`config.mk`:
```
export PLATFORM = sky130hd
export DESIGN_NAME = tick_gen_multi_flat
export DESIGN_NICKNAME = d
export VERILOG_FILES = /design/src/rtl/tick_gen_multi_if.sv /design/src/rtl/tick_gen_multi.sv /design/src/flat_wrapper.sv
export SDC_FILE = /design/constraint.sdc
export NUM_CORES = 1
export LEC_CHECK = 0
export BUFFER_PORTS_ARGS = -buffer_cell sky130_fd_sc_hd__buf_2
export CORE_MARGIN = 2
export CORE_UTILIZATION = 29
export DETAILED_ROUTE_END_ITERATION = 10
export PLACE_DENSITY = 0.41
export SLEW_MARGIN = 20
export SYNTH_ARGS = -nofsm -noshare
export SYNTH_HDL_FRONTEND = slang
export SYNTH_SLANG_ARGS = --single-unit
export TNS_END_PERCENT = 50
```
`constraint.sdc`:
```
create_clock -name clk -period 21.2 [get_ports clk]
set_input_delay 3.18 -clock clk [delete_from_list [all_inputs] [get_ports clk]]
set_output_delay 3.18 -clock clk [all_outputs]
set_load 0.02 [all_outputs]
```
`src/rtl/tick_gen_multi_if.sv`:
```
// tick_gen_multi_if: control/status bundle of the multi-channel tick generator.
interface tick_gen_multi_if #(
   parameter int NUM_CH = 4,
   parameter int CNT_W  = 24,
   parameter int CH_W   = (NUM_CH > 1) ? $clog2(NUM_CH) : 1
);
   logic [NUM_CH-1:0] en;
   logic [NUM_CH-1:0] clear;
   logic [NUM_CH-1:0] oneshot;
   logic              period_wr;
   logic [CH_W-1:0]   period_ch;
   logic [CNT_W-1:0]  period_data;
   logic [NUM_CH-1:0] tick;
   logic [NUM_CH-1:0] busy;
   modport master (
      output en, clear, oneshot, period_wr, period_ch, period_data,
      input  tick, busy
   );
   modport slave (
      input  en, clear, oneshot, period_wr, period_ch, period_data,
      output tick, busy
   );
endinterface

```
`src/rtl/tick_gen_multi.sv`:
```
// tick_gen_multi: NUM_CH independent programmable tick channels, periodic or one-shot.
module tick_gen_multi #(
   parameter int          NUM_CH         = 4,
   parameter int          CNT_W          = 24,
   parameter int unsigned DEFAULT_PERIOD = 1_000_000
) (
   input logic             clk,
   input logic             reset,
   tick_gen_multi_if.slave ctl
);
   localparam logic [1:0]       IDLE       = 2'd0;
   localparam logic [1:0]       RUN        = 2'd1;
   localparam logic [1:0]       DONE       = 2'd2;
   localparam logic [CNT_W-1:0] RST_PERIOD = CNT_W'(DEFAULT_PERIOD);
   logic [NUM_CH-1:0] tick_v;
   logic [NUM_CH-1:0] busy_v;
   for (genvar c = 0; c < NUM_CH; c++) begin : g_ch
      logic [1:0]       state_q, state_d;
      logic [CNT_W-1:0] cnt_q, cnt_d;
      logic [CNT_W-1:0] act_q, act_d;
      logic [CNT_W-1:0] shd_q, shd_d;
      logic [CNT_W-1:0] last;
      logic             tick_q, tick_d;
      logic             term;
      // a period of 0 behaves as 1, so the terminal count is never below zero
      assign last  = (act_q == '0) ? '0 : act_q - CNT_W'(1);
      assign term  = (state_q == RUN) && (cnt_q == last);
      assign shd_d = (ctl.period_wr && (int'(ctl.period_ch) == c)) ? ctl.period_data : shd_q;
      always_comb begin
         state_d = state_q;
         cnt_d   = '0;
         act_d   = act_q;
         tick_d  = 1'b0;
         if (ctl.clear[c]) begin
            state_d = ctl.en[c] ? RUN : IDLE;
            act_d   = shd_q;
         end else if (!ctl.en[c]) begin
            state_d = IDLE;
         end else if (term) begin
            tick_d  = 1'b1;
            act_d   = shd_q;
            state_d = ctl.oneshot[c] ? DONE : RUN;
         end else if (state_q == RUN) begin
            cnt_d = cnt_q + CNT_W'(1);
         end else if (state_q != DONE) begin
            state_d = RUN;
            act_d   = shd_q;
         end
      end
      always_ff @(posedge clk or posedge reset) begin
         if (reset) begin
            state_q <= IDLE;
            cnt_q   <= '0;
            act_q   <= RST_PERIOD;
            shd_q   <= RST_PERIOD;
            tick_q  <= 1'b0;
         end else begin
            state_q <= state_d;
            cnt_q   <= cnt_d;
            act_q   <= act_d;
            shd_q   <= shd_d;
            tick_q  <= tick_d;
         end
      end
      assign tick_v[c] = tick_q;
      assign busy_v[c] = (state_q == RUN);
   end
   assign ctl.tick = tick_v;
   assign ctl.busy = busy_v;
endmodule
```
`src/flat_wrapper.sv`:
```
// flat-port wrapper written by rule: the top's interface ports become plain ports
module tick_gen_multi_flat 
#(
   parameter int          NUM_CH         = 4,
   parameter int          CNT_W          = 24,
   parameter int unsigned DEFAULT_PERIOD = 1_000_000
)
  (clk, reset, ctl_en, ctl_clear, ctl_oneshot, ctl_period_wr, ctl_period_ch, ctl_period_data, ctl_tick, ctl_busy);
  tick_gen_multi_if #(.NUM_CH(NUM_CH), .CNT_W(CNT_W)) ctl_i ();
  input logic clk;
  input logic reset;
  input wire logic [$bits(ctl_i.en)-1:0] ctl_en;
  input wire logic [$bits(ctl_i.clear)-1:0] ctl_clear;
  input wire logic [$bits(ctl_i.oneshot)-1:0] ctl_oneshot;
  input wire logic [$bits(ctl_i.period_wr)-1:0] ctl_period_wr;
  input wire logic [$bits(ctl_i.period_ch)-1:0] ctl_period_ch;
  input wire logic [$bits(ctl_i.period_data)-1:0] ctl_period_data;
  output wire logic [$bits(ctl_i.tick)-1:0] ctl_tick;
  output wire logic [$bits(ctl_i.busy)-1:0] ctl_busy;
  assign ctl_i.en = ctl_en;
  assign ctl_i.clear = ctl_clear;
  assign ctl_i.oneshot = ctl_oneshot;
  assign ctl_i.period_wr = ctl_period_wr;
  assign ctl_i.period_ch = ctl_period_ch;
  assign ctl_i.period_data = ctl_period_data;
  assign ctl_tick = ctl_i.tick;
  assign ctl_busy = ctl_i.busy;
  tick_gen_multi #(.NUM_CH(NUM_CH), .CNT_W(CNT_W), .DEFAULT_PERIOD(DEFAULT_PERIOD)) u_core (.clk(clk), .reset(reset), .ctl(ctl_i));
endmodule
```
## Yosys cells after proc, flatten, opt, wreduce, memory -nomap -nowiden

Cells that the tools add are included.
Widths: inputs -> output; s select.

- Register bits after elaboration: 300
- Input bits: 41
- Output and inout port bits: 8

- Add/sub/neg operators: 8
- Equality and inequality tests: 27
- Multiplexer cells: 80
- Reduce and logical (&&, ||, !) cells: 29

Operator list:

| cell | number |
|---|---|
| $mux 24 | 40 |
| $add 24x1->24 const B | 4 |
| $eq 24x24->1 | 4 |
| $logic_not 24->1 | 4 |
| $sub 24x1->24 const B | 4 |
| $mux 2 | 24 |
| $mux 1 | 16 |
| $ne 4x1->1 const B | 4 |
| $ne 4x3->1 const B | 4 |
| $ne 3x2->1 const B | 4 |
| $reduce_and 3->1 | 4 |
| $reduce_bool 3->1 | 4 |
| $eq 2x1->1 const B | 5 |
| $logic_and 1x1->1 | 8 |
| $ne 2x2->1 const B | 4 |
| $reduce_and 2->1 | 4 |
| $reduce_bool 2->1 | 4 |
| $eq 2x2->1 const B | 2 |
| $logic_not 2->1 | 1 |

## Logic depth before layout (Yosys ltp)

Gate-level depths: netlist (run 1).

- Depth in word-level cells: 7
- Depth in mapped cells: 15

## Worst setup path before layout (run 1)

Ideal clock, no wire load.

- Path kind: input to register
- From: input ctl_period_ch[1]
- To: register u_core.g_ch[0].shd_q[0]
- Data arrival time: 4.425 ns
- Setup slack: 16.650 ns
- Stages: 3
- Buffers on the path: 1
- Cells stage by stage: nor3b_1 -> clkbuf_1 -> mux2_2

- Word-level cells in the longest chain between the ends: 2

Ends and longest elaborated chain:

| element | line | RTL |
|---|---|---|
| from (decl) | flat_wrapper.sv:16 | `input wire logic [$bits(ctl_i.period_ch)-1:0] ctl_period_ch;` |
| $logic_not 2->1 | tick_gen_multi.sv:28 | `assign shd_d = (ctl.period_wr && (int'(ctl.period_ch) == c)) ? ctl.period_data : shd_q;` |
| $logic_and 1x1->1 | tick_gen_multi.sv:28 |  |
| to (signal assigned) | tick_gen_multi.sv:55 | `shd_q <= RST_PERIOD;` |
| to (signal assigned) | tick_gen_multi.sv:61 | `shd_q <= shd_d;` |
| to (decl) | tick_gen_multi.sv:21 | `logic [CNT_W-1:0] shd_q, shd_d;` |

No other way between the ends.
A chain may end at the register's enable or synchronous reset.

## Final worst setup path (run 1)

- From: register u_core.g_ch[2].state_q[1]
- To: output ctl_busy[2]

- Word-level cells in the longest chain between the ends: 1

Ends and longest elaborated chain:

| element | line | RTL |
|---|---|---|
| from (decl) | tick_gen_multi.sv:18 | `logic [1:0] state_q, state_d;` |
| from (signal assigned) | tick_gen_multi.sv:58 | `state_q <= state_d;` |
| $eq 2x1->1 | tick_gen_multi.sv:66 | `assign busy_v[c] = (state_q == RUN);` |
| to (decl) | flat_wrapper.sv:19 | `output wire logic [$bits(ctl_i.busy)-1:0] ctl_busy;` |

No other way between the ends.

==> results of run 1 <==
-- critical path: cells and delay by family (launching register included) --
kind	cells	cell delay, ns
buf+inv	2	0.98
flops	1	0.37
simple gates	1	0.20
-- flip-flops by register name, summed over array words and instances, names as in the netlist --
signal / cells
u_core.g_ch.shd_q: 96
u_core.g_ch.act_q: 96
u_core.g_ch.state_q: 8
u_core.g_ch.tick_q: 4
u_core.g_ch.cnt_q: 96
-- path summary, 6_finish.rpt --
check	depth (start not counted)	from	endpoint	slack, ns
setup / recovery	3	u_core.g_ch[2].state_q[1]	ctl_busy[2]	15.90
hold / removal	1	u_core.g_ch[3].shd_q[10]	u_core.g_ch[3].act_q[10]	0.50
setup reg to reg	12	u_core.g_ch[1].act_q[0]	u_core.g_ch[1].cnt_q[17]	16.26
hold reg to reg	1	u_core.g_ch[3].shd_q[10]	u_core.g_ch[3].act_q[10]	0.50
max in group asynchronous	4	reset	u_core.g_ch[1].act_q[23]	16.12
min in group asynchronous	2	reset	u_core.g_ch[2].shd_q[7]	2.75
-- Yosys cell counts, types with 33 or more instances --
| master | count |
|---|---|
| dfrtp_1 | 244 |
| nand4_1 | 56 |
| a21oi_1 | 37 |
| nor3_1 | 65 |
| o22ai_1 | 34 |
| dfstp_2 | 56 |
| inv_1 | 42 |
| and3_1 | 33 |
| nor4_1 | 43 |
| nand2_1 | 81 |
| xnor2_1 | 92 |
| xor2_1 | 76 |
| o21ai_0 | 39 |
| clkbuf_1 | 107 |
| or3_1 | 34 |
| nor2b_1 | 34 |
| mux2_2 | 130 |
| or2_2 | 33 |
| nor2_1 | 180 |
| nand3_1 | 92 |
| nand2b_1 | 52 |
-- metrics by stage --
stage                     worst slack [ns]  area, um^2  hold WS (ns)  total power [uW]
after floorplan                       9.82       18600         0.474              1050
after global placement               15.40       19500         0.484              1160
after detailed placement             15.35       19500         0.487              1170
after CTS                            15.90       20800         0.500              1840
after global routing                 15.67       20800         0.511              1920
final                                15.90       20800         0.497              1810
-- final cells by class --
type / count / area (um^2)
Fill cell: 6562 / 42500
Multi-Input combinational cell: 1462 / 10300
Sequential cell: 300 / 7580
Clock buffer: 55 / 1070
Tap cell: 846 / 1060
Timing Repair Buffer: 69 / 402
Inverter: 42 / 165
Clock inverter: 14 / 155
Antenna cell: 4 / 10.0
-- per-layer routing --
layer / vias up / GRT usage [%] / wire length, um
met4: 0 / 4.78 / 1100
met1: 7423 / 23.8 / 27000
met3: 62 / 2.56 / 2460
met5: - / 0 / 0
li1: 7093 / - / -
met2: 293 / 26.3 / 24900
-- kinds of logic (layout without fill, tap and decap cells) --
family / count (synthesis) / count (layout) / share of synthesized area (%)
AND/OR/NAND/NOR: 810 / 810 / 23.9
AO/OA/AOI/OAI: 315 / 315 / 12.6
flip-flops: 300 / 300 / 40.7
XOR/XNOR: 174 / 174 / 8.65
buffers and inverters: 174 / 180 / 3.88
multiplexers: 155 / 155 / 9.75
adder cells (fa/ha/maj): 8 / 8 / 0.538
other: 0 / 4 / 0
-- report_power, final --
group	leakage, uW	total, uW	internal [uW]	switching [uW]
registers	0.00370	782	669	113
logic	0.00348	375	182	193
clock network	0.000600	648	386	262
==> impl_metrics.py, run 1 <==
metrics = {
    "synth": {
        "syn_inst": 1936,
        "synth.lib_cells_used.distinct": 90,
        "syn-num-nets": 1985,
        "synth_area_per_cell_um2": 9.61,
        "syn_area_um2": 18600,
        "ys_warn_count": 0,
        "synth.largest_area_cell": "dfrtp_1",
        "synth_seq_cells": 300,
        "async_reset_ff_share_pct": 100,
        "yosys_most_used_dff": "dfrtp_1",
        "synth_top_area_share_pct": 32.8,
        "synthTopCellsByArea": "dfrtp_1 33%, dfstp_2 7.9%, mux2_2 7.9%, xnor2_1 4.3%, nor2_1 3.6%",
        "synth_seq_area_share_pct": 40.7,
        "synth_edf_count": 0,
    },
    "clocking": {
        "cts_setup_buffers": 0,
        "clkTransAtPathRegs_ns": 0.06,
        "clock_path_buffers": 3,
        "cts_tree": "built",
        "htreeDepth": 2,
        "ctsResizeCount": 0,
        "cts_hold_buf": 0,
        "clkLatencyLatePin_ns": 0.57,
        "cts_root_buf": "clkbuf_16",
        "clock_sinks": 300,
        "cts_made_buffers": 38,
    },
    "job": {
        "maxCapViolations": 0,
    },
    "critical_path": {
        "max_stage_delay_ns": 0.68,
        "cp.arrival_ns": 2.12,
        "endpoint_kind": "output pin",
        "cp.required_ns": 18.02,
        "critPathMaxFanout": 23,
        "worstPathCellList": "nand2b_1 > inv_1 > buf_2",
        "slowest_stage": "inv_1",
        "critPathKind": "flip-flop to output pin",
        "startpoint_type": "flip-flop",
    },
    "global_route": {
        "grt_max_degree": 109,
        "grt_pass1_wl_mm": 88.4,
        "grt_pass1_vias": 14800,
        "track_usage_pct": 16.7,
        "overflow": 0,
        "antenna_found_initial": 3,
    },
    "placement": {
        "dp_cells": 2719,
        "hpwl_mm": 39.3,
        "place.port_buffers": 48,
        "place_congestion": 0.879,
    },
    "drt": {
        "ant_nets": 0,
        "drcViolationCount": 0,
        "firstDrtPassIters": 5,
        "drt_iter0_drc": 1051,
        "routed_via_density": 5.33,
        "wl_per_cell_um": 19.8,
        "vias": 14900,
        "wirelength_mm": 55.4,
    },
    "cells_and_area": {
        "final_core_util_pct": 32.8,
        "area_delta_synth_final_pct": 11.6,
        "drive_gt1_share_pct": 20.1,
        "final_common_cell": "dfrtp_1",
        "layout.nets": 1962,
        "layout_common_cells": "244 x dfrtp_1, 180 x nor2_1, 130 x mux2_2, 92 x xnor2_1, 92 x nand3_1",
        "fin_cells": 2792,
    },
    "floorplanning": {
        "fp.dieArea_um2": 66200,
        "die_w_um": 257,
        "rows": 92,
        "core-area_um2": 63300,
        "fp.dieH_um": 257,
        "num_io_pins": 49,
        "initial_core_util_pct": 29.4,
    },
    "run_status": {
        "status": "finished, final reports clean",
    },
    "timing": {
        "rsz0062_at_grt": "false",
        "slew_violations": 0,
        "final.setup_skew_ns": 0.0199,
        "setup_viol": 0,
        "worst_slew_pin_slew_ns": 1.05,
        "finalWorstPathRequiredPeriod_ns": 5.30,
        "fin_crit_sh_pct": 25.0,
        "fin_tns_setup_ns": 0,
        "timing.fmax_ghz": 0.189,
        "slew_headroom_pct": 29.7,
        "final_hold_viol_count": 0,
    },
    "min_path": {
        "hold_class": "flip-flop to flip-flop",
    },
    "power": {
        "p_leak_uw": 0.00778,
        "ir_drop_uv": 39.4,
        "power_density_nw_per_um2": 86.9,
    },
}
Power figures use the tool's default switching activity.
==> run 2: changes to the inputs <==
--- a/config.mk
+++ b/config.mk
@@ -5,11 +5,12 @@
 export SDC_FILE = /design/constraint.sdc
 export NUM_CORES = 1
 export LEC_CHECK = 0
+export ABC_AREA = 1
 export BUFFER_PORTS_ARGS = -buffer_cell sky130_fd_sc_hd__buf_2
 export CORE_MARGIN = 2
 export CORE_UTILIZATION = 29
 export DETAILED_ROUTE_END_ITERATION = 10
-export PLACE_DENSITY = 0.41
+export PLACE_DENSITY = 0.43
 export SLEW_MARGIN = 20
 export SYNTH_ARGS = -nofsm -noshare
 export SYNTH_HDL_FRONTEND = slang
==> constraint.sdc (replaced) <==
create_clock -name clk -period 4.4 [get_ports clk]
set_input_delay 0.66 -clock clk [delete_from_list [all_inputs] [get_ports clk]]
set_output_delay 0.66 -clock clk [all_outputs]
set_load 0.02 [all_outputs]
==> run 2 against run 1 <==
- combinational power rose to 5.7 times the previous value
- power rose to 4.8 times the previous value
- critical path depth up 12
- sequential power rose to 4.5 times the previous value
- clock power rose to 4.8 times the previous value
- critical path type is now flip-flop to flip-flop
- highest routed layer unchanged
- final cell count up 22%
- register-to-register slack worse by 15 ns
==> impl_metrics.py, run 2 <==
metrics = {
    "run_status": {
        "status": "finished, final reports clean",
    },
    "drt": {
        "vias": 15900,
        "wl_per_cell_um": 15.0,
        "ant_nets": 0,
        "firstDrtPassIters": 6,
        "drt_iter0_drc": 1083,
        "routed_via_density": 4.64,
        "wirelength_mm": 51.2,
        "drcViolationCount": 0,
    },
    "floorplanning": {
        "fp.dieArea_um2": 63900,
        "initial_core_util_pct": 29.2,
        "rows": 91,
        "num_io_pins": 49,
        "die_w_um": 253,
        "fp.dieH_um": 253,
        "core-area_um2": 61500,
    },
    "placement": {
        "hpwl_mm": 38.5,
        "postPlaceCellArea_um2": 18900,
        "place.port_buffers": 48,
        "place_congestion": 0.861,
    },
    "synth": {
        "synth_seq_area_share_pct": 42.2,
        "synthTopCellsByArea": "dfrtp_1 34%, nand2_1 17%, dfstp_2 8.2%, nand3_1 7.6%, nor2_1 7.5%",
        "yosys-top-cells-count": "829 x nand2_1, 358 x nor2_1, 272 x inv_1, 272 x nand3_1, 244 x dfrtp_1",
        "synth.largest_area_cell": "dfrtp_1",
        "syn-num-nets": 2617,
        "synth.lib_cells_used.distinct": 40,
        "ys_warn_count": 0,
        "synth_seq_cells": 300,
        "synth_top_area_share_pct": 34.0,
        "syn_area_um2": 17900,
        "synth_area_per_cell_um2": 6.99,
        "async_reset_ff_share_pct": 100,
        "yosys_most_used_dff": "dfrtp_1",
        "syn_inst": 2568,
        "synth_edf_count": 0,
        "synth_most_common_cell": "nand2_1",
    },
    "critical_path": {
        "startpoint_type": "flip-flop",
        "critPathMaxFanout": 36,
        "crit_path_start": "u_core.g_ch[2].act_q[0]",
        "cp.arrival_ns": 3.99,
        "max_stage_delay_ns": 0.54,
        "endpoint_kind": "flip-flop",
        "cp.required_ns": 4.85,
        "worstPathCellList": "inv_1 > ha_1 > nand3_2 > nor2_4 > nand3_2 > buf_4 > nand3_1 > xor2_1 > nand2_1 > nor2_2 > nand2_2 > nand2_4 > nand2_4 > nand2_1 > nand2_1",
        "cp_common_cell": "nand2_1",
        "ff2ff_setup_slack_ns": 0.85,
        "rr_worst_depth": 15,
        "critPathKind": "flip-flop to flip-flop",
        "cp-endpoint": "u_core.g_ch[2].act_q[0]",
        "reg2reg_from": "u_core.g_ch[2].act_q[0]",
        "r2r_end": "u_core.g_ch[2].act_q[0]",
        "slowest_stage": "nand3_2",
    },
    "cells_and_area": {
        "reg_top3": "u_core.g_ch.act_q: 96 flops, u_core.g_ch.cnt_q: 96 flops, u_core.g_ch.shd_q: 96 flops",
        "layout_common_cells": "829 x nand2_1, 358 x nor2_1, 272 x nand3_1, 271 x inv_1, 244 x dfrtp_1",
        "final_common_cell": "nand2_1",
        "final_core_util_pct": 32.7,
        "stdcell_area_um2": 20100,
        "layout.nets": 2642,
        "area_delta_synth_final_pct": 11.9,
        "fill_cells": 6683,
        "drive_gt1_share_pct": 8.58,
    },
    "global_route": {
        "grt_max_degree": 92,
        "overflow": 0,
        "track_usage_pct": 16.6,
        "grt_pass1_wl_mm": 84.9,
        "antenna_found_initial": 0,
        "grt_pass1_vias": 15800,
    },
    "job": {
        "maxCapViolations": 0,
    },
    "clocking": {
        "cts_root_buf": "clkbuf_16",
        "htreeDepth": 2,
        "clock_sinks": 300,
        "cts_tree": "built",
        "cts_made_buffers": 38,
        "cts_hold_buf": 0,
        "clock_path_buffers": 3,
        "clkTransAtPathRegs_ns": 0.06,
        "clkLatencyLatePin_ns": 0.56,
        "ctsResizeCount": 0,
        "cts_setup_buffers": 0,
    },
    "timing": {
        "fin_crit_sh_pct": 80.6,
        "fin_tns_setup_ns": 0,
        "setup_viol": 0,
        "slew_violations": 0,
        "rsz0062_at_grt": "false",
        "timing.fmax_ghz": 0.282,
        "final.setup_skew_ns": 0.0104,
        "hold_ws_ns": 0.301,
        "final_hold_viol_count": 0,
        "worst_slew_pin_slew_ns": 0.961,
        "finalWorstPathRequiredPeriod_ns": 3.55,
        "slew_headroom_pct": 35.8,
    },
    "power": {
        "ir_drop_uv": 258,
        "p_total_uw": 8750,
        "power_density_nw_per_um2": 435,
        "p_leak_uw": 0.00980,
    },
    "min_path": {
        "hold_class": "input pin to async pin",
    },
}
## run 2: cells by family after synthesis
group,Yosys count,synth area share (%)
fa+ha+maj,8,0.558
compound gates,161,4.78
flops,300,42.2
buf+inv,360,8.51
xor+xnor,88,4.29
simple gates,1651,39.6
## run 2: through the flow
| step | setup WS (ns) | instances |
|---|---|---|
| after floorplan | -0.201 | 2568 |
| after global placement | 0.966 | 3343 |
| after detailed placement | 0.851 | 3343 |
| after CTS | 0.835 | 3412 |
| after global routing | 0.422 | 3412 |
| final | 0.854 | 3414 |
## run 2: layout make-up
cell class,count,area (um^2),share of cell area [%]
diodes,2,5.00,0.0249
clock buffers,65,1180,5.85
clock inverters,4,50.0,0.249
inverters,280,1050,5.25
multi-input cells,1908,8850,44.0
flip-flops and latches,300,7580,37.7
well taps,790,988,4.92
repair buffers,65,393,1.96
## run 2: per-layer routing
metal	vias up	GRT usage (%)	wire length, um
met5	-	0	0
met4	0	5.11	1250
met3	66	1.97	1670
met2	209	27.1	23000
met1	7369	22.9	25300
li1	8206	-	-
## run 2: how the worst min path moves through the flow
stage / from / endpoint
3_3_place_gp: u_core.g_ch[1].act_q[0] / u_core.g_ch[1].act_q[0]
3_5_place_dp: u_core.g_ch[0].act_q[1] / u_core.g_ch[0].act_q[1]
2_1_floorplan: u_core.g_ch[0].act_q[0] / u_core.g_ch[0].act_q[0]
6_report: reset / u_core.g_ch[0].shd_q[4]
5_1_grt: ctl_clear[0] / u_core.g_ch[0].tick_q
4_1_cts: ctl_clear[0] / u_core.g_ch[0].tick_q
## run 2: critical path: cells and delay by family (launching register included)
| kind | cells | cell delay, ns |
|---|---|---|
| XOR/XNOR | 1 | 0.19 |
| adder cells (fa/ha/maj) | 1 | 0.23 |
| buffers and inverters | 2 | 0.54 |
| flip-flops | 1 | 0.40 |
| AND/OR/NAND/NOR | 11 | 2.06 |
## run 2: where the power goes
group | internal [uW] | total, uW | switching, uW | leakage [uW]
Combinational | 729 | 2140 | 1410 | 0.00542
Clock | 1870 | 3110 | 1250 | 0.000588
Sequential | 3160 | 3500 | 340 | 0.00380
Total | 5750 | 8750 | 2990 | 0.00980
==> run 3: changes to the inputs <==
--- a/config.mk
+++ b/config.mk
@@ -10,7 +10,7 @@
 export CORE_MARGIN = 2
 export CORE_UTILIZATION = 29
 export DETAILED_ROUTE_END_ITERATION = 10
-export PLACE_DENSITY = 0.43
+export PLACE_DENSITY = 0.41
 export SLEW_MARGIN = 20
 export SYNTH_ARGS = -nofsm -noshare
 export SYNTH_HDL_FRONTEND = slang
==> constraint.sdc (replaced) <==
create_clock -name clk -period 3.66 [get_ports clk]
set_input_delay 0.549 -clock clk [delete_from_list [all_inputs] [get_ports clk]]
set_output_delay 0.549 -clock clk [all_outputs]
set_load 0.02 [all_outputs]
==> run 3 against run 2 <==
- critical path type unchanged
- fmax is 15% higher
- count of clock-buffer cells in the layout is 13 lower
- core utilization is 0.21 points higher
- flip-flop and latch count stayed put
- largest power group unchanged
- first-iteration DRC count is 8.2% lower
- register-to-register slack worse by 0.28 ns
- global-route usage is 0.11 points higher
==> impl_metrics.py, run 3 (synthesized netlist as in run 2, its figures left out) <==
metrics = {
    "run_status": {
        "status": "finished, final reports clean",
    },
    "timing": {
        "rsz0062_at_grt": "false",
        "worst_slew_pin_slew_ns": 0.616,
        "fin_ws_ns": 0.571,
        "timing.fmax_ghz": 0.324,
        "fin_tns_setup_ns": 0,
        "setup_viol": 0,
        "final.setup_skew_ns": 0.0301,
        "slew_violations": 0,
        "fin_crit_sh_pct": 84.4,
        "slew_headroom_pct": 58.9,
        "final_hold_viol_count": 0,
        "finalWorstPathRequiredPeriod_ns": 3.09,
    },
    "clocking": {
        "htreeDepth": 2,
        "clock_sinks": 300,
        "cts_hold_buf": 1,
        "clkLatencyLatePin_ns": 0.58,
        "cts_made_buffers": 39,
        "cts_tree": "built",
        "clkTransAtPathRegs_ns": 0.06,
        "cts_setup_buffers": 0,
        "ctsResizeCount": 0,
        "clock_path_buffers": 3,
        "cts_root_buf": "clkbuf_16",
    },
    "job": {
        "maxCapViolations": 0,
    },
    "floorplanning": {
        "core-area_um2": 61500,
        "fp.dieH_um": 253,
        "die_w_um": 253,
        "initial_core_util_pct": 29.2,
        "fp.dieArea_um2": 63900,
        "num_io_pins": 49,
        "rows": 91,
    },
    "critical_path": {
        "crit_path_start": "u_core.g_ch[0].act_q[0]",
        "cp.required_ns": 4.10,
        "worstPathCellList": "inv_1 > ha_1 > nand3_2 > nor2_4 > nand2_1 > inv_2 > nand2_4 > nand3_1 > xor2_1 > nand2_1 > nor2_1 > nand2_1 > nor2_1 > nand2_2 > nand2_4 > nand2_4 > nand2_1 > nand2_1",
        "cp.arrival_ns": 3.53,
        "reg2reg_from": "u_core.g_ch[0].act_q[0]",
        "startpoint_type": "flip-flop",
        "critPathKind": "flip-flop to flip-flop",
        "ff2ff_setup_slack_ns": 0.57,
        "max_stage_delay_ns": 0.37,
        "endpoint_kind": "flip-flop",
        "critPathMaxFanout": 35,
        "slowest_stage": "dfrtp_1",
        "cp_common_cell": "nand2_1",
    },
    "cells_and_area": {
        "area_delta_synth_final_pct": 12.7,
        "layout.nets": 2645,
        "fill_cells": 6635,
        "multi_input_area_um2": 8850,
        "layout_common_cells": "829 x nand2_1, 358 x nor2_1, 272 x nand3_1, 271 x inv_1, 244 x dfrtp_1",
        "reg_top3": "u_core.g_ch.act_q: 96 flops, u_core.g_ch.cnt_q: 96 flops, u_core.g_ch.shd_q: 96 flops",
        "antennaDiodeCount": 0,
        "final_common_cell": "nand2_1",
        "drive_gt1_share_pct": 9.21,
        "final_core_util_pct": 32.9,
        "stdcell_area_um2": 20200,
        "regArea_um2": 7580,
    },
    "global_route": {
        "grt_max_degree": 104,
        "antenna_found_initial": 0,
        "grt_pass1_vias": 15600,
        "track_usage_pct": 16.7,
        "overflow": 0,
        "grt_pass1_wl_mm": 85.3,
    },
    "drt": {
        "drcViolationCount": 0,
        "drt_iter0_drc": 994,
        "firstDrtPassIters": 6,
        "vias": 15800,
        "wl_per_cell_um": 15.2,
        "routed_via_density": 4.62,
        "ant_nets": 0,
        "wirelength_mm": 52.0,
    },
    "power": {
        "p_leak_uw": 0.00989,
        "p_total_uw": 10800,
        "power_density_nw_per_um2": 532,
        "ir_drop_uv": 318,
    },
    "min_path": {
        "hold_class": "input pin to flip-flop",
        "hp-start": "ctl_clear[2]",
    },
    "placement": {
        "postPlaceCellArea_um2": 18900,
        "place.port_buffers": 48,
        "place_congestion": 0.881,
        "hpwl_mm": 39.0,
        "dp_slack_ns": 0.523,
    },
}
## run 3: changes by cell type in the layout (fill, tap and decap cells not counted), sizes merged
cell / before / now
inv: 278 / 280
diode: 2 / 0
clkinv: 2 / 14
bufinv: 1 / 3
dlygate4sd3: 0 / 1
clkbuf: 65 / 52
buf: 65 / 66
## run 3: per-stage QoR
| stage | hold slack (ns) | std cells |
|---|---|---|
| final | 0.235 | 3417 |
| after global routing | 0.219 | 3417 |
| after CTS | 0.190 | 3417 |
| after detailed placement | 0.471 | 3344 |
| after global placement | 0.464 | 3344 |
| after floorplan | 0.442 | 2568 |
## run 3: path summary, 6_finish.rpt
check,endpoint,depth (start not counted)
worst max-delay path,u_core.g_ch[0].act_q[22],18
max in group asynchronous,u_core.g_ch[3].cnt_q[6],4
min in group asynchronous,u_core.g_ch[0].cnt_q[2],3
worst max register to register,u_core.g_ch[0].act_q[22],18
worst min register to register,u_core.g_ch[3].act_q[0],2
worst min-delay path,u_core.g_ch[2].tick_q,2
## run 3: per-layer routing
layer | vias to the layer above | wire length, um | track usage, %
met1 | 7307 | 26200 | 23.5
met5 | - | 0 | 0
met3 | 68 | 1690 | 2.52
met4 | 0 | 1290 | 4.46
li1 | 8206 | - | -
met2 | 222 | 22900 | 26.7
## run 3: critical path, delay by kind of cell, from the launching register on
kind / cells / cell delay [ns]
adders and majority gates: 1 / 0.21
and+or+nand+nor: 14 / 1.93
xor gates and xnor gates: 1 / 0.21
DFF: 1 / 0.37
buffers and inverters: 2 / 0.22
## run 3: power by group
part / total (uW) / switching [uW] / leakage [uW] / internal, uW
Clock: 3950 / 1580 / 0.000655 / 2370
Combinational: 2600 / 1710 / 0.00544 / 885
Sequential: 4210 / 415 / 0.00380 / 3790
Total: 10800 / 3710 / 0.00989 / 7040
## run 3: area by class of cell
type,instances,area share [%]
inverter,280,5.22
sequential,300,37.5
tap,790,4.89
clock inverter,20,1.00
clock buffer,52,5.52
multi-input combinational,1908,43.8
timing repair buffer,67,2.15
